File: src/rtl/mux41_rr_arbiter_pkg.sv
// ---------------------------------------------------------------------------
// mux41_rr_arbiter_pkg
// Shared definitions for the round-robin 4:1 mux arbiter slice.
//   NREQ             : number of requesters sharing the mux
//   state_e          : arbiter FSM states (IDLE = no grant, GRANT = one owner)
//   DEFAULT_MAX_HOLD : default bound on consecutive grant cycles under contention
//   DEFAULT_CW       : default width of the hold counter
//   onehot4()        : converts a 2-bit source index into a one-hot grant vector
// ---------------------------------------------------------------------------
package mux41_rr_arbiter_pkg;

  localparam int NREQ             = 4;
  localparam int DEFAULT_MAX_HOLD = 8;
  localparam int DEFAULT_CW       = 4;

  typedef enum logic {
    ST_IDLE  = 1'b0,
    ST_GRANT = 1'b1
  } state_e;

  // Decodes a source index into the one-hot form used by gnt and by the
  // "mask out the current owner" step of the release pick.
  function automatic logic [NREQ-1:0] onehot4(input logic [1:0] idx);
    onehot4 = 4'b0001 << idx;
  endfunction

endpackage

File: src/rtl/mux41_rr_arbiter_if.sv
// ---------------------------------------------------------------------------
// mux41_rr_arbiter_if
// Bundles the requester-side signals of the shared 4:1 mux.
//   req  : request per source (req[i] = source i wants the mux)
//   w    : mux data inputs w[3:0]
//   gnt  : one-hot grant, zero when idle
//   sel  : mux select {s1,s0}, index of the granted source
//   f    : registered mux output
//   busy : high while a grant is active
// Modports:
//   master : the requesters (drive req/w, observe the arbiter outputs)
//   slave  : the arbiter itself
// ---------------------------------------------------------------------------
interface mux41_rr_arbiter_if;
  import mux41_rr_arbiter_pkg::*;

  logic [NREQ-1:0] req;
  logic [NREQ-1:0] w;
  logic [NREQ-1:0] gnt;
  logic [1:0]      sel;
  logic            f;
  logic            busy;

  modport master (
    output req,
    output w,
    input  gnt,
    input  sel,
    input  f,
    input  busy
  );

  modport slave (
    input  req,
    input  w,
    output gnt,
    output sel,
    output f,
    output busy
  );

endinterface

File: src/rtl/mux41_rr_arbiter_rr_pick4.sv
// ---------------------------------------------------------------------------
// rr_pick4
// Combinational round-robin picker over four requests.
//   req_i   : raw request vector
//   mask_i  : bits to ignore (the current owner during a release pick)
//   ptr_i   : first index to consider; search order is ptr, ptr+1, ... mod 4
//   idx_o   : index of the first unmasked request found in that order
//   found_o : high when any unmasked request exists (idx_o is 0 otherwise)
// ---------------------------------------------------------------------------
module rr_pick4
  import mux41_rr_arbiter_pkg::*;
(
  input  logic [NREQ-1:0] req_i,
  input  logic [NREQ-1:0] mask_i,
  input  logic [1:0]      ptr_i,
  output logic [1:0]      idx_o,
  output logic            found_o
);

  logic [NREQ-1:0] cand;
  logic [1:0]      pos;

  // Walk the four positions starting at the pointer; the 2-bit add wraps
  // naturally, so position 3 is followed by position 0. The first hit wins
  // and later hits are ignored via the found flag.
  always_comb begin
    cand    = req_i & ~mask_i;
    idx_o   = 2'd0;
    found_o = 1'b0;
    pos     = 2'd0;
    for (int k = 0; k < NREQ; k++) begin
      pos = ptr_i + 2'(k);
      if (!found_o && cand[pos]) begin
        idx_o   = pos;
        found_o = 1'b1;
      end
    end
  end

endmodule

File: src/rtl/mux41_rr_arbiter.sv
// ---------------------------------------------------------------------------
// mux41_rr_arbiter
// Round-robin arbiter and sequencer for a shared 4:1 mux. Grants one source
// at a time, drives the select lines and registers the selected data bit.
// A grant is held at most MAX_HOLD cycles while another source is waiting.
//   clk   : rising-edge clock
//   rst_n : asynchronous active-low reset
//   bus   : slave side of mux41_rr_arbiter_if (req, w in; gnt, sel, f, busy out)
// Parameters:
//   MAX_HOLD : max consecutive grant cycles under contention (1..2^CW-1)
//   CW       : width of the hold counter
// ---------------------------------------------------------------------------
module mux41_rr_arbiter
  import mux41_rr_arbiter_pkg::*;
#(
  parameter int MAX_HOLD = DEFAULT_MAX_HOLD,
  parameter int CW       = DEFAULT_CW
)(
  input  logic              clk,
  input  logic              rst_n,
  mux41_rr_arbiter_if.slave bus
);

  localparam logic [CW-1:0] HOLD_LIMIT = CW'(MAX_HOLD - 1);

  state_e          state_q;
  logic [1:0]      ptr_q;
  logic [1:0]      sel_q;
  logic [CW-1:0]   cnt_q;
  logic [NREQ-1:0] gnt_q;
  logic            f_q;

  logic [NREQ-1:0] selMask;
  logic            othersWaiting;
  logic            keepGrant;
  logic [NREQ-1:0] pickMask;
  logic [1:0]      pickPtr;
  logic [1:0]      pickIdx;
  logic            pickFound;

  // Decide whether the current owner keeps the mux and set up the single
  // shared picker. In IDLE the picker scans all requests from ptr; in GRANT
  // it is pre-armed for a release: owner masked out, scan starting one past
  // the owner, which is also the value ptr takes on release.
  always_comb begin
    selMask       = onehot4(sel_q);
    othersWaiting = |(bus.req & ~selMask);
    keepGrant     = bus.req[sel_q] && (!othersWaiting || (cnt_q < HOLD_LIMIT));
    if (state_q == ST_GRANT) begin
      pickMask = selMask;
      pickPtr  = sel_q + 2'd1;
    end else begin
      pickMask = '0;
      pickPtr  = ptr_q;
    end
  end

  rr_pick4 u_pick (
    .req_i   (bus.req),
    .mask_i  (pickMask),
    .ptr_i   (pickPtr),
    .idx_o   (pickIdx),
    .found_o (pickFound)
  );

  // Arbiter FSM plus the registered mux output. The f register uses the
  // select and busy values that were in place before this edge, so it lags
  // gnt/sel by one cycle. A release with another candidate hands the mux
  // over at the same edge; otherwise the block falls back to IDLE with sel
  // frozen at its last value.
  always_ff @(posedge clk or negedge rst_n) begin
    if (!rst_n) begin
      state_q <= ST_IDLE;
      ptr_q   <= 2'd0;
      sel_q   <= 2'd0;
      cnt_q   <= '0;
      gnt_q   <= '0;
      f_q     <= 1'b0;
    end else begin
      f_q <= (state_q == ST_GRANT) ? bus.w[sel_q] : 1'b0;
      case (state_q)
        ST_IDLE: begin
          if (pickFound) begin
            state_q <= ST_GRANT;
            gnt_q   <= onehot4(pickIdx);
            sel_q   <= pickIdx;
            cnt_q   <= '0;
          end
        end
        ST_GRANT: begin
          if (keepGrant) begin
            if (cnt_q != HOLD_LIMIT) begin
              cnt_q <= cnt_q + CW'(1);
            end
          end else begin
            ptr_q <= pickPtr;
            cnt_q <= '0;
            if (pickFound) begin
              gnt_q <= onehot4(pickIdx);
              sel_q <= pickIdx;
            end else begin
              state_q <= ST_IDLE;
              gnt_q   <= '0;
            end
          end
        end
        default: begin
          state_q <= ST_IDLE;
          gnt_q   <= '0;
        end
      endcase
    end
  end

  assign bus.gnt  = gnt_q;
  assign bus.sel  = sel_q;
  assign bus.f    = f_q;
  assign bus.busy = (state_q == ST_GRANT);

endmodule
File: src/flat_wrapper.sv
// flat-port wrapper written by rule: the top's interface ports become plain ports
module mux41_rr_arbiter_flat import mux41_rr_arbiter_pkg::*;
#(
  parameter int MAX_HOLD = DEFAULT_MAX_HOLD,
  parameter int CW       = DEFAULT_CW
)
  (clk, rst_n, bus_req, bus_w, bus_gnt, bus_sel, bus_f, bus_busy);
  mux41_rr_arbiter_if bus_i ();
  input  logic clk;
  input  logic rst_n;
  input wire logic [$bits(bus_i.req)-1:0] bus_req;
  input wire logic [$bits(bus_i.w)-1:0] bus_w;
  output wire logic [$bits(bus_i.gnt)-1:0] bus_gnt;
  output wire logic [$bits(bus_i.sel)-1:0] bus_sel;
  output wire logic [$bits(bus_i.f)-1:0] bus_f;
  output wire logic [$bits(bus_i.busy)-1:0] bus_busy;
  assign bus_i.req = bus_req;
  assign bus_i.w = bus_w;
  assign bus_gnt = bus_i.gnt;
  assign bus_sel = bus_i.sel;
  assign bus_f = bus_i.f;
  assign bus_busy = bus_i.busy;
  mux41_rr_arbiter #(.MAX_HOLD(MAX_HOLD), .CW(CW)) u_core (.clk(clk), .rst_n(rst_n), .bus(bus_i));
endmodule
File: config.mk
export PLATFORM = sky130hd
export DESIGN_NAME = mux41_rr_arbiter_flat
export DESIGN_NICKNAME = d
export VERILOG_FILES = /design/src/rtl/mux41_rr_arbiter_pkg.sv /design/src/rtl/mux41_rr_arbiter_if.sv /design/src/rtl/mux41_rr_arbiter_rr_pick4.sv /design/src/rtl/mux41_rr_arbiter.sv /design/src/flat_wrapper.sv
export SDC_FILE = /design/constraint.sdc
export NUM_CORES = 1
export LEC_CHECK = 0
export CAP_MARGIN = 25
export CORE_UTILIZATION = 53
export DETAILED_ROUTE_END_ITERATION = 7
export GPL_ROUTABILITY_DRIVEN = 0
export GPL_TIMING_DRIVEN = 0
export PLACE_DENSITY = 0.88
export SYNTH_ARGS = -nofsm -noshare
export SYNTH_HDL_FRONTEND = slang
export SYNTH_SLANG_ARGS = --single-unit
File: constraint.sdc
create_clock -name clk -period 3.03 [get_ports clk]
set_input_delay 0.606 -clock clk [delete_from_list [all_inputs] [get_ports clk]]
set_output_delay 0.606 -clock clk [all_outputs]
set_load 0.03 [all_outputs]
# Word level (Yosys, flattened, before mapping)
# Index checks and enable logic that the tools add are counted.
[word_totals] reg_bits=14 input_bits=10 output_inout_bits=8
[op_classes] add_sub_neg=5 n_lt_le_gt_ge=6 n_eq_ne=4 n_shift=2 muxes=37 bitwise_logic=6 reduce_logical=13
[ops] operator="2-to-1 mux 4 bit" n=7
[ops] operator="one-hot mux 4 bit (2 select lines)" n=2
[ops] operator="< comparator 2 x 3 -> 1 bit, second input constant" n=5
[ops] operator="2-to-1 mux 2 bit" n=7
[ops] operator="2-to-1 mux 1 bit" n=13
[ops] operator="binary-select mux 1 bit (select 2 bit)" n=6
[ops] operator="AND 4 bit" n=2
[ops] operator="NOT 4 bit" n=2
[ops] operator="left shift 1 x 2 -> 4 bit, first input constant" n=2
[ops] operator="AND reduction 2 bit" n=3
[ops] operator="adder 2 x 1 -> 2 bit, second input constant" n=2
[ops] operator="adder 2 bit, second input constant" n=2
[ops] operator="adder 4 x 1 -> 4 bit, second input constant" n=1
[ops] operator="logical AND 1 bit" n=4
[ops] operator="zero test 1 bit" n=4
[ops] operator="< comparator 4 x 3 -> 1 bit, second input constant" n=1
[ops] operator="inequality test 4 x 3 -> 1 bit, second input constant" n=1
[ops] operator="one-hot mux 2 bit (2 select lines)" n=1
[ops] operator="OR reduction 4 bit" n=1
[ops] operator="inequality test 3 bit, second input constant" n=1
[ops] operator="inequality test 2 x 1 -> 1 bit, second input constant" n=1
[ops] operator="inequality test 2 bit, second input constant" n=1
[ops] operator="NOT 1 bit" n=2
[ops] operator="one-hot mux 1 bit (2 select lines)" n=1
[ops] operator="logical OR 1 bit" n=1

# Longest topological paths before layout
# Gate-level depths: netlist of run 1.
[logic_depth] word_depth=20 mapped_depth=7 depth_no_buf=7

# Cells and area by module
# A second synthesis of run 1 with hierarchy kept.
[unflattened] hier_cells=88 area_unflattened_um2=952.2
[by_module_without_submodules] module="mux41_rr_arbiter" instances=1 cells_each=73 area_per_inst_um2=828.3
[by_module_without_submodules] module="rr_pick4" instances=1 cells_each=15 area_per_inst_um2=123.9

# Worst setup path after synthesis of run 1
# OpenSTA, ideal clock, no wires.
[synth_path] path_kind="register to register" from="reg u_core.sel_q[0], in the netlist u_core.bus.sel[0]" to="reg u_core.gnt_q[0], in the netlist u_core.bus.gnt[0]" setup_ns=0.121 t_arrival_ns=2.076 t_required_ns=2.909 path_slack_ns=0.833 path_stages_with_launch=8 n_path_buf=0 period_less_slack_ns=2.197 path_cell_list="dfrtp_1 > inv_1 > ha_1 > mux2_2 > a211o_1 > o221ai_1 > nand2_1 > a32o_2"
[synth_via] elab_chain_cells=20 word_cells_on_any_way=47 cone_classes="4 x add/sub; 2 x eq/ne; 2 x shift; 24 x mux; 4 x bitwise; 11 x reduce/logical"
[synth_rtl] element="start, declared" line="mux41_rr_arbiter.sv:28" source="logic [1:0] sel_q;"
[synth_rtl] element="start signal, assigned" line="mux41_rr_arbiter.sv:86" source="sel_q <= pickIdx;"
[synth_rtl] element="start signal, assigned" line="mux41_rr_arbiter.sv:100" source="sel_q <= pickIdx;"
[synth_rtl] element="branches (longest 20 deep; another with adder 2 x 1 -> 2 bit)"
[synth_rtl] element="end signal, assigned" line="mux41_rr_arbiter.sv:85" source="gnt_q <= onehot4(pickIdx);"
[synth_rtl] element="end signal, assigned" line="mux41_rr_arbiter.sv:99" source="gnt_q <= onehot4(pickIdx);"
[synth_rtl] element="end, declared" line="mux41_rr_arbiter.sv:30" source="logic [NREQ-1:0] gnt_q;"
# Parallel ways; which one is timed is not known. The select of a mux whose other input is x is not followed.
# A chain may end at the register's enable or synchronous reset.

# Worst setup path after layout of run 1
[layout_path] from="in bus_req[3]" to="reg u_core.cnt_q[0]"
[layout_via] elab_chain_cells=15 word_cells_on_any_way=31 cone_classes="2 x eq/ne; 16 x mux; 2 x bitwise; 11 x reduce/logical"
[layout_rtl] element="start, declared" line="flat_wrapper.sv:11" source="input wire logic [$bits(bus_i.req)-1:0] bus_req;"
[layout_rtl] element="AND 4 bit" line="mux41_rr_arbiter_rr_pick4.sv:27" source="cand = req_i & ~mask_i;"
[layout_rtl] element="binary-select mux 1 bit (select 2 bit)" line="mux41_rr_arbiter_rr_pick4.sv:33" source="if (!found_o && cand[pos]) begin"
[layout_rtl] element="2-to-1 mux 1 bit (not written as such)" line="mux41_rr_arbiter_rr_pick4.sv:33"
[layout_rtl] element="2-to-1 mux 1 bit" line="mux41_rr_arbiter_rr_pick4.sv:33"
[layout_rtl] element="zero test 1 bit" line="mux41_rr_arbiter_rr_pick4.sv:33"
[layout_rtl] element="logical AND 1 bit" line="mux41_rr_arbiter_rr_pick4.sv:33"
[layout_rtl] element="2-to-1 mux 1 bit" line="mux41_rr_arbiter_rr_pick4.sv:33"
[layout_rtl] element="zero test 1 bit" line="mux41_rr_arbiter_rr_pick4.sv:33"
[layout_rtl] element="logical AND 1 bit" line="mux41_rr_arbiter_rr_pick4.sv:33"
[layout_rtl] element="2-to-1 mux 1 bit" line="mux41_rr_arbiter_rr_pick4.sv:33"
[layout_rtl] element="zero test 1 bit" line="mux41_rr_arbiter_rr_pick4.sv:33"
[layout_rtl] element="logical AND 1 bit" line="mux41_rr_arbiter_rr_pick4.sv:33"
[layout_rtl] element="2-to-1 mux 1 bit" line="mux41_rr_arbiter_rr_pick4.sv:33"
[layout_rtl] element="inequality test 2 x 1 -> 1 bit (no source line)"
[layout_rtl] element="AND reduction 2 bit (no source line)"
[layout_rtl] element="end signal, assigned" line="mux41_rr_arbiter.sv:93" source="cnt_q <= cnt_q + CW'(1);"
[layout_rtl] element="end, declared" line="mux41_rr_arbiter.sv:29" source="logic [CW-1:0] cnt_q;"
# Parallel ways exist; a longest one is shown, timed or not. The select of a mux whose other input is x is not followed.

==> out/qor.csv, run 1 <==
stage,metric,value,unit
run_status,status,"complete, no violations",
synthesis,synth-adder-area-share,0.0655,
synthesis,syn_nets,106,
floorplanning,core_area,1590,sq um
flow_run,cap_violations,0,
setup_path,crit_fanout,5,
synthesis,yosysUniqueCellTypes,37,
clock_network,cts-buffers-inserted,3,
synthesis,synth_seq_cells,14,
pwr,powerDensity,1010,nW/um^2
floorplanning,die_y,44.4,um
layout,drive_gt1_frac,0.152,
layout,final_cell_mix,"clkdlybuf4s50_1, dfrtp_1",
synthesis,synthMuxAreaShare,0.104,
synthesis,syn_area_per_cell,10.5,sq um
clock_network,root_buffer,clkbuf_4,
placement,dpl.cell_count,132,
sta,rsz0062_at_grt,false,
setup_path,criticalPathCategory,in -> reg,
clock_network,cts_resized,0,
sta,hold_viol,0,
sta,fin_skew,0.00927,ns
floorplanning,die_x,44.4,um
synthesis,synth_top_cell_area_share,0.367,
clock_network,clockBufferDepth,2,
clock_network,cts_tree,yes,
placement,place_area,1150,sq um
synthesis,synth_warnings,0,
sta,min_period,2.35,ns
sta,period_share,0.775,
layout,nNetsFinal,128,
floorplanning,dieArea,1970,sq um
placement,portBuffers,17,
layout,final_util,0.747,
synthesis,synthSimpleGateAreaFrac,0.168,
global_route,grt_pass1_wl,3.23,mm
synthesis,yosysSeqAreaShare,0.367,
synthesis,synthTopCellsByArea,"dfrtp_1, ha_1, mux4_2, mux2_2, a21boi_0",
drt,drtIter0Drc,26,
setup_path,cp.arrival,2.54,ns
drt,dr.pass1.iters,6,
drt,post-route-drc-count,0,
sta,maxSlewHeadroom,0.504,
placement,dp_hpwl,1.56,mm
synthesis,async_flop_share,1.00,
layout,layout_commonest_cell,clkdlybuf4s50_1,
global_route,globalRoute.totalOverflow,0,
layout,fin_area,1190,sq um
layout,diodes,0,
clock_network,clk_pin_slew_worst_paths,0.09,ns
synthesis,synth_compound_area_frac,0.271,
worst_hold_path,min_path_type,reg -> reg,
synthesis,synth_ff_type,dfrtp_1,
layout,final.fill_count,120,
synthesis,netlist_area,955,sq um
global_route,grt_usage,0.226,
sta,max_freq,0.426,GHz
setup_path,crit_path_start_kind,primary input,
setup_path,end_kind,flip-flop,
drt,avgRoutedWirePerCell,14.3,um
setup_path,crit_start,bus_req[3],
layout,area_growth,24.8,%
synthesis,syn_inst,91,
synthesis,synth_top_family_by_area,compound AO/OA/AOI/OAI gates,
clock_network,cts_sinks,14,
drt,drt-total-wl,1.95,mm
clock_network,h-tree-depth,1,
synthesis,synth-xor-area-share,0,
pwr,leakagePower,0.510,nW
worst_hold_path,min_from,u_core.bus.gnt[0],
clock_network,clock_latency,0.28,ns
drt,avgViaCountPerCell,5.84,
global_route,grt_max_degree,15,
synthesis,synth_edf_count,0,
floorplanning,row_count,14,
setup_path,crit_required,3.22,ns
setup_path,r2r-start,u_core.bus.sel[0],
sta,tightest_slew,0.738,ns
sta,final_max_slew_viol_count,0,
sta,finalSetupTns,0,ns
floorplanning,pin_count,18,
pwr,peakVddDrop,0.000610,V
layout,fin_cells,136,
clock_network,postCtsSetupBuffers,0,
global_route,antenna_found_initial,0,
sta,setup_viol,0,
clock_network,ctsHoldBuffers,0,
global_route,grt_pass1_vias,782,
drt,antenna_left,0,
floorplanning,start_util,0.599,
drt,vias,794,
synthesis,yosys.area.top_type,dfrtp_1,
==> synth_stat cells, types with 2 or more instances <==
library cell,instances
a21boi_0,4
a21oi_1,5
and2_1,4
dfrtp_1,14
ha_1,5
inv_1,5
mux2_2,3
mux2i_1,2
mux4_2,2
nand2_1,4
nand2b_1,2
nand3_1,3
nor2_1,3
nor2b_1,3
nor4_1,2
o211ai_1,2
o21ai_0,5
o31ai_1,4
==> routing by layer <==
layer	share of wire	global-route usage	vias to the layer above
li1	-	-	390
met1	0.45	0.262	389
met2	0.52	0.400	11
met3	0.025	0.0653	4
met4	0.012	0.0667	0
met5	0	0	-
==> stage by stage <==
| stage | total power, mW | hold WS (ns) | worst slack, ns |
|---|---|---|---|
| final | 1.20 | 0.499 | 0.683 |
| after floorplan | 0.871 | 0.310 | 0.833 |
| after detailed placement | 1.08 | 0.488 | 0.416 |
| after global routing | 1.30 | 0.520 | 0.603 |
| after CTS | 1.21 | 0.506 | 0.719 |
| after global placement | 1.05 | 0.479 | 0.514 |
==> cells by family (layout without fill, tap and decap cells) <==
group                      after synthesis  count (layout)
and+or+nand+nor                         27              27
DFF                                     14              14
AOI/OAI and AO/OA                       32              32
adders and majority gates                5               5
muxes                                    7               7
buffers and inverters                    6              27
==> sequential cells by signal (all words and copies together), names as in the netlist <==
register,count
u_core.cnt_q,4
u_core.bus.gnt,4
u_core.bus.sel,2
u_core.bus.f,1
u_core.ptr_q,2
u_core.bus.busy,1
==> power breakdown <==
part	internal (mW)	leakage, nW	switching [mW]
Combinational	0.334	0.315	0.402
Clock	0.0731	0.0210	0.0590
Sequential	0.261	0.174	0.0738
Total	0.668	0.510	0.535
==> area by class of cell <==
class,count,area (sq um),area share
plain buffers,1,5.00,0.00420
multi-input cells,71,581,0.487
clock buffers,4,36.3,0.0305
repair buffers,17,170,0.143
inverters,5,18.8,0.0158
flip-flops and latches,14,350,0.294
well taps,24,30.0,0.0252
==> final timing paths <==
check	to	slack (ns)	depth (start not counted)
hold / removal	u_core.bus.gnt[0]	0.50	1
setup reg to reg	u_core.bus.gnt[0]	0.79	7
min in group asynchronous	u_core.bus.f	0.70	1
max in group asynchronous	u_core.ptr_q[0]	1.92	1
setup / recovery	u_core.cnt_q[0]	0.68	6
hold reg to reg	u_core.bus.gnt[0]	0.50	1
==> worst max-delay path, cell delays in order <==
cell and delay, ns:
clkdlybuf4s50_1 0.45, nor2b_1 0.19, or3_4 0.41, nor4_1 0.57, o21ai_0 0.20, o31ai_1 0.10
No activity file was read; power rests on OpenSTA's default activity.
==> run 2, diff against run 1 <==
--- a/config.mk
+++ b/config.mk
@@ -6,11 +6,12 @@
 export NUM_CORES = 1
 export LEC_CHECK = 0
 export CAP_MARGIN = 25
-export CORE_UTILIZATION = 53
+export CORE_ASPECT_RATIO = 1.4
+export CORE_UTILIZATION = 50
 export DETAILED_ROUTE_END_ITERATION = 7
 export GPL_ROUTABILITY_DRIVEN = 0
 export GPL_TIMING_DRIVEN = 0
-export PLACE_DENSITY = 0.88
+export PLACE_DENSITY = 0.84
 export SYNTH_ARGS = -nofsm -noshare
 export SYNTH_HDL_FRONTEND = slang
 export SYNTH_SLANG_ARGS = --single-unit
==> constraint.sdc (replaced) <==
create_clock -name clk -period 2.4 [get_ports clk]
set_input_delay 0.48 -clock clk [delete_from_list [all_inputs] [get_ports clk]]
set_output_delay 0.48 -clock clk [all_outputs]
set_load 0.03 [all_outputs]
==> run 2 against run 1 <==
Via count up 0.50%. Largest cell class unchanged. Critical path depth up 1. Non-clock buffer count did not move. Global-route usage rose by 2.3 points. Cell area decreased by 0.31%. Largest power group unchanged. Sequential share of layout area grew 0.20 points. Sequential cell count unchanged. Highest routed layer unchanged. Hold slack hardly changed. Sequential power grew 29%.
==> out/qor.csv, run 2 (same netlist as run 1, synthesis figures left out) <==
stage,metric,value,unit,change
run_status,status,"complete, no violations",,
worst_hold_path,min_from,u_core.bus.gnt[0],,
setup_path,crit_path_start_kind,flip-flop,,
clock_network,clockBufferDepth,2,,unchanged
sta,min_period,2.23,ns,
floorplanning,dieArea,2090,sq um,+5.9%
layout,area_growth,24.4,%,
clock_network,cts_sinks,14,,unchanged
worst_hold_path,min_path_type,reg -> reg,,
drt,drtIter0Drc,16,,-38%
layout,nNetsFinal,128,,unchanged
placement,place_area,1150,sq um,-0.43%
layout,fin_area,1190,sq um,-0.31%
setup_path,slowest_delay,0.53,ns,-0.04 ns
worst_hold_path,min_path_cells,1,,unchanged
sta,period_share,0.928,,
sta,tightest_slew,0.693,ns,-0.0444 ns
sta,max_freq,0.449,GHz,
drt,drt-total-wl,2.19,mm,+13%
drt,avgRoutedWirePerCell,16.6,um,+16%
setup_path,r2r-start,u_core.bus.sel[1],,
global_route,grt_max_degree,15,,unchanged
clock_network,cts-buffers-inserted,3,,unchanged
drt,dr.pass1.iters,4,,-2
setup_path,crit_required,2.57,ns,-0.65 ns
drt,avgViaCountPerCell,6.05,,+3.5%
layout,fin_cells,132,,-2.9%
flow_run,cap_violations,0,,unchanged
clock_network,ctsHoldBuffers,0,,unchanged
setup_path,cp_slowest_cell,dfrtp_1,,
clock_network,root_buffer,clkbuf_4,,
placement,preCtsSetupSlack,-0.119,ns,-0.535 ns
setup_path,criticalPathCategory,reg -> reg,,
pwr,leakagePower,0.509,nW,-0.22%
floorplanning,core_area,1780,sq um,+12%
layout,diodes,0,,unchanged
layout,layout_commonest_cell,clkdlybuf4s50_1,,
placement,portBuffers,17,,unchanged
drt,vias,798,,+0.50%
sta,setup_viol,0,,unchanged
sta,maxSlewHeadroom,0.534,,+0.0299
sta,rsz0062_at_grt,false,,
sta,finalSetupTns,0,ns,unchanged
floorplanning,die_y,53.7,um,+21%
clock_network,clock_latency,0.29,ns,about the same
placement,dpl.cell_count,128,,-3.0%
global_route,grt_usage,0.249,,+0.0231
sta,hold_viol,0,,unchanged
drt,antenna_left,0,,unchanged
setup_path,r2r_slack,0.17,ns,-0.62 ns
clock_network,h-tree-depth,1,,unchanged
pwr,powerDensity,1310,nW/um^2,+30%
worst_hold_path,min_to,u_core.bus.gnt[0],,
floorplanning,row_count,18,,+4
sta,fin_skew,0.0108,ns,+0.00152 ns
global_route,grt_pass1_wl,3.58,mm,+11%
floorplanning,die_x,38.9,um,-12%
setup_path,timing.rr.end,u_core.bus.gnt[0],,
global_route,antenna_found_initial,0,,unchanged
setup_path,crit_fanout,7,,+2
pwr,finalPower,1.56,mW,+29%
floorplanning,start_util,0.537,,-0.0623
drt,post-route-drc-count,0,,unchanged
sta,holdWs,0.499,ns,-0.000400 ns
layout,final_util,0.667,,-0.0799
layout,drive_gt1_frac,0.161,,+0.00893
global_route,globalRoute.totalOverflow,0,,unchanged
setup_path,reg2reg_depth,7,,unchanged
clock_network,cts_tree,yes,,
sta,final.setup.worst_slack,0.174,ns,-0.509 ns
clock_network,clk_pin_slew_worst_paths,0.08,ns,about the same
floorplanning,pin_count,18,,unchanged
setup_path,cp.arrival,2.40,ns,-0.14 ns
pwr,peakVddDrop,0.000632,V,+3.7%
sta,final_max_slew_viol_count,0,,unchanged
layout,final_cell_mix,"clkdlybuf4s50_1, dfrtp_1",,
setup_path,cp_cell_sequence,"inv_1, ha_1, mux2_2, a211o_1, o221ai_1, nand2_1, a32o_2",,
global_route,grt_pass1_vias,795,,+1.7%
placement,dp_hpwl,1.73,mm,+11%
setup_path,end_kind,flip-flop,,
## run 2: cell types whose count changed in the layout (fill, tap and decap cells not counted)
cell | previous run | this run
dfrtp_2 | 0 | 1
dfrtp_1 | 14 | 13
## run 2: power breakdown
group	total, mW	switching, mW	leakage, nW	internal (mW)
sequential	0.431	0.0994	0.173	0.332
combinational	0.950	0.526	0.315	0.424
clock	0.175	0.0826	0.0210	0.0923
## run 2: how the worst max path moves through the flow
stage	startpoint	to	cells past startpoint
after floorplan	u_core.bus.sel[0]	u_core.bus.gnt[0]	7
after global placement	bus_req[3]	u_core.cnt_q[0]	6
after detailed placement	bus_req[1]	u_core.cnt_q[0]	6
after CTS	u_core.bus.sel[0]	u_core.bus.gnt[0]	7
after global routing	u_core.bus.sel[1]	u_core.cnt_q[1]	7
final	u_core.bus.sel[1]	u_core.bus.gnt[0]	7
## run 2: per-layer routing
metal / vias up / share of wire / GRT usage
met1: 394 / 0.43 / 0.306
met3: 4 / 0.010 / 0.0248
li1: 393 / - / -
met4: 0 / 0.017 / 0.103
met2: 7 / 0.54 / 0.431
met5: - / 0 / 0
## run 2: final cells by class
| type | count | area [sq um] |
|---|---|---|
| Multi-Input combinational cell | 71 | 581 |
| Sequential cell | 14 | 352 |
| Fill cell | 152 | 592 |
| Timing Repair Buffer | 17 | 170 |
| Buffer | 1 | 5.00 |
| Clock buffer | 4 | 36.3 |
| Inverter | 5 | 18.8 |
| Tap cell | 20 | 25.0 |
## run 2: worst max-delay path: cells and delay by family, from the launching register on
family | cells | cell delay [ns]
buffers and inverters | 1 | 0.13
multiplexers | 1 | 0.31
adder cells (fa/ha/maj) | 1 | 0.33
flip-flops | 1 | 0.53
AND/OR/NAND/NOR | 1 | 0.17
AO/OA/AOI/OAI | 3 | 0.65
## run 2: timing repair
| action | 4_1_cts | 5_1_grt |
|---|---|---|
| endpoints found under the hold margin | 0 | 0 |
| setup endpoints to repair | 0 | 1 |
| resized for setup | 0 | 1 |
| buffers inserted | 0 | 0 |
==> run 3, diff against run 2 <==
--- a/config.mk
+++ b/config.mk
@@ -6,12 +6,12 @@
 export NUM_CORES = 1
 export LEC_CHECK = 0
 export CAP_MARGIN = 25
-export CORE_ASPECT_RATIO = 1.4
-export CORE_UTILIZATION = 50
+export CORE_UTILIZATION = 53
 export DETAILED_ROUTE_END_ITERATION = 7
 export GPL_ROUTABILITY_DRIVEN = 0
 export GPL_TIMING_DRIVEN = 0
-export PLACE_DENSITY = 0.84
+export PLACE_DENSITY = 0.86
 export SYNTH_ARGS = -nofsm -noshare
 export SYNTH_HDL_FRONTEND = slang
+export SYNTH_HIERARCHICAL = 1
 export SYNTH_SLANG_ARGS = --single-unit
==> constraint.sdc (replaced) <==
create_clock -name clk -period 2.7 [get_ports clk]
set_input_delay 0.54 -clock clk [delete_from_list [all_inputs] [get_ports clk]]
set_output_delay 0.54 -clock clk [all_outputs]
set_load 0.03 [all_outputs]
==> run 3 against run 2 <==
Clock skew is 0.0053 ns lower. Cell count is 0.76% higher. Largest cell class unchanged. Clock power decreased by 14%. Register-to-register slack improved by 0.24 ns. Critical path type unchanged. Highest routed layer unchanged. Sequential cell count unchanged. Cell area grew 0.11%. Critical path depth grew 1. Wire length shrank 6.7%. Power is 13% lower. Area after synthesis fell by 0.26%. Non-clock buffer count is the same. Combinational power shrank 11%.
==> out/qor.csv, run 3 <==
stage,metric,value,unit,change
run_status,status,"complete, no violations",,
layout,nNetsFinal,125,,-2.3%
placement,dp_hpwl,1.59,mm,-8.3%
drt,drt-total-wl,2.05,mm,-6.7%
synthesis,async_flop_share,1.00,,unchanged
sta,final.setup.worst_slack,0.409,ns,+0.235 ns
layout,final_cell_mix,"clkdlybuf4s50_1, dfrtp_1, inv_1",,
synthesis,synth_seq_cells,14,,unchanged
setup_path,critPathMostFrequentCell,inv_1,,
global_route,grt_usage,0.239,,-0.00991
layout,drive_gt1_frac,0.147,,-0.0139
layout,area_growth,24.8,%,
flow_run,cap_violations,0,,unchanged
setup_path,slowest_delay,0.54,ns,about the same
sta,tightest_slew,0.630,ns,-0.0631 ns
drt,avgViaCountPerCell,5.81,,-3.9%
clock_network,clock_latency,0.27,ns,-0.02 ns
global_route,antenna_found_initial,0,,unchanged
floorplanning,die_x,44.4,um,+14%
setup_path,crit_path_start_kind,flip-flop,,
drt,drtIter0Drc,18,,+2
drt,antenna_left,0,,unchanged
floorplanning,core_area,1590,sq um,-10%
clock_network,cts-buffers-inserted,3,,unchanged
clock_network,ctsHoldBuffers,0,,unchanged
drt,avgRoutedWirePerCell,15.4,um,-7.4%
floorplanning,start_util,0.597,,+0.0608
synthesis,yosys.area.top_type,dfrtp_1,,
synthesis,yosysUniqueCellTypes,37,,unchanged
layout,final-seq-area,350,sq um,-0.36%
drt,vias,773,,-3.1%
sta,maxSlewHeadroom,0.579,,+0.0450
setup_path,cp_cell_sequence,"inv_1, ha_1, mux2_2, inv_1, o221ai_1, a21oi_1, inv_1, a32o_1",,
synthesis,synthTopCellsByArea,"dfrtp_1, ha_1, a32o_1, mux2i_1, nand2b_1",,
setup_path,crit_required,2.87,ns,+0.30 ns
sta,finalSetupTns,0,ns,unchanged
pwr,peakVddDrop,0.000820,V,+30%
drt,post-route-drc-count,0,,unchanged
sta,final_max_slew_viol_count,0,,unchanged
placement,portBuffers,17,,unchanged
synthesis,syn_area_per_cell,10.8,sq um,+3.1%
layout,diodes,0,,unchanged
setup_path,crit_fanout,8,,+1
setup_path,cp_slowest_cell,dfrtp_1,,
clock_network,h-tree-depth,1,,unchanged
sta,min_period,2.29,ns,+0.0646 ns
pwr,leakagePower,0.535,nW,+5.1%
clock_network,root_buffer,clkbuf_4,,
synthesis,yosysMostFrequentCell,dfrtp_1,,
clock_network,cts_resized,0,,unchanged
synthesis,synth_ff_type,dfrtp_1,,
layout,multi_input_area,561,sq um,-3.4%
layout,layout_commonest_cell,clkdlybuf4s50_1,,
synthesis,synth_edf_count,0,,unchanged
setup_path,end_kind,flip-flop,,
synthesis,netlist_area,952,sq um,-0.26%
floorplanning,pin_count,18,,unchanged
sta,max_freq,0.437,GHz,-2.8%
placement,preCtsSetupSlack,0.439,ns,+0.558 ns
clock_network,clockBufferDepth,2,,unchanged
global_route,grt_pass1_vias,804,,+1.1%
sta,setup_viol,0,,unchanged
worst_hold_path,min_path_type,reg -> reg,,
clock_network,cts_sinks,14,,unchanged
setup_path,criticalPathCategory,reg -> reg,,
global_route,globalRoute.totalOverflow,0,,unchanged
pwr,powerDensity,1140,nW/um^2,-13%
clock_network,clk_pin_slew_worst_paths,0.09,ns,about the same
synthesis,syn_inst,88,,-3.3%
global_route,grt_max_degree,15,,unchanged
synthesis,synth_warnings,6,,+6
clock_network,postCtsSetupBuffers,0,,unchanged
floorplanning,row_count,14,,-4
clock_network,cts_tree,yes,,
floorplanning,dieArea,1970,sq um,-5.8%
global_route,grt_pass1_wl,3.40,mm,-5.0%
synthesis,synth_top_cell_area_share,0.368,,+0.000964
sta,hold_viol,0,,unchanged
layout,final.fill_count,104,,-32%
sta,rsz0062_at_grt,false,,
synthesis,yosysSeqAreaShare,0.368,,+0.000964
synthesis,synthTopCellsByCount,"dfrtp_1, inv_1, nand2b_1, and2_1, ha_1",,
drt,dr.pass1.iters,4,,unchanged
floorplanning,die_y,44.4,um,-17%
synthesis,syn_nets,103,,-2.8%
sta,fin_skew,0.00544,ns,-0.00534 ns
setup_path,cp.arrival,2.46,ns,+0.06 ns
layout,final_util,0.746,,+0.0783
sta,period_share,0.848,,-0.0791
## run 3: final cells by class
class                      count  area share
sequential                    14       0.295
multi-input combinational     63       0.472
buffer                         1     0.00316
inverter                      10      0.0316
tap                           24      0.0253
clock buffer                   4      0.0305
timing repair buffer          17       0.143
## run 3: path summary, 6_finish.rpt
check / start / to / slack [ns] / cells past startpoint
setup / recovery: u_core/bus.sel[0] / u_core/bus.gnt[0] / 0.41 / 8
hold reg to reg: u_core/bus.gnt[2] / u_core/bus.gnt[2] / 0.50 / 1
setup reg to reg: u_core/bus.sel[0] / u_core/bus.gnt[0] / 0.41 / 8
min in group asynchronous: rst_n / u_core/bus.f / 0.65 / 1
hold / removal: u_core/bus.gnt[2] / u_core/bus.gnt[2] / 0.50 / 1
max in group asynchronous: rst_n / u_core/cnt_q[3] / 1.64 / 1
## run 3: per-layer routing
metal / global-route usage / vias to the layer above / part of all wire
li1: - / 376 / -
met1: 0.319 / 383 / 0.49
met4: 0.0788 / 0 / 0.0068
met2: 0.391 / 12 / 0.47
met5: 0 / - / 0
met3: 0.0449 / 2 / 0.028
## run 3: critical path, delay by kind of cell, from the launching register on
kind,cells,cell delay (ns)
muxes,1,0.30
buffers and inverters,3,0.37
AOI/OAI and AO/OA,3,0.65
adders and majority gates,1,0.32
DFF,1,0.54
## run 3: kinds of logic (layout without fill, tap and decap cells)
group	after synthesis	in the layout	synth area share
buffers and inverters	11	32	0.0434
AOI/OAI and AO/OA	25	25	0.237
DFF	14	14	0.368
adders and majority gates	5	5	0.0657
muxes	8	8	0.117
and+or+nand+nor	25	25	0.170
## run 3: stage by stage
step / instances / hold WS [ns] / cell area, sq um / power (mW)
after floorplan: 88 / 0.244 / 952 / 0.968
after global placement: 129 / 0.479 / 1150 / 1.16
after detailed placement: 129 / 0.482 / 1150 / 1.20
after CTS: 133 / 0.504 / 1190 / 1.36
after global routing: 133 / 0.521 / 1190 / 1.44
final: 133 / 0.503 / 1190 / 1.35
## run 3: power by group
group / total, mW / switching, mW / internal (mW)
combinational: 0.842 / 0.456 / 0.386
sequential: 0.361 / 0.0708 / 0.290
clock: 0.150 / 0.0683 / 0.0819
total: 1.35 / 0.595 / 0.758
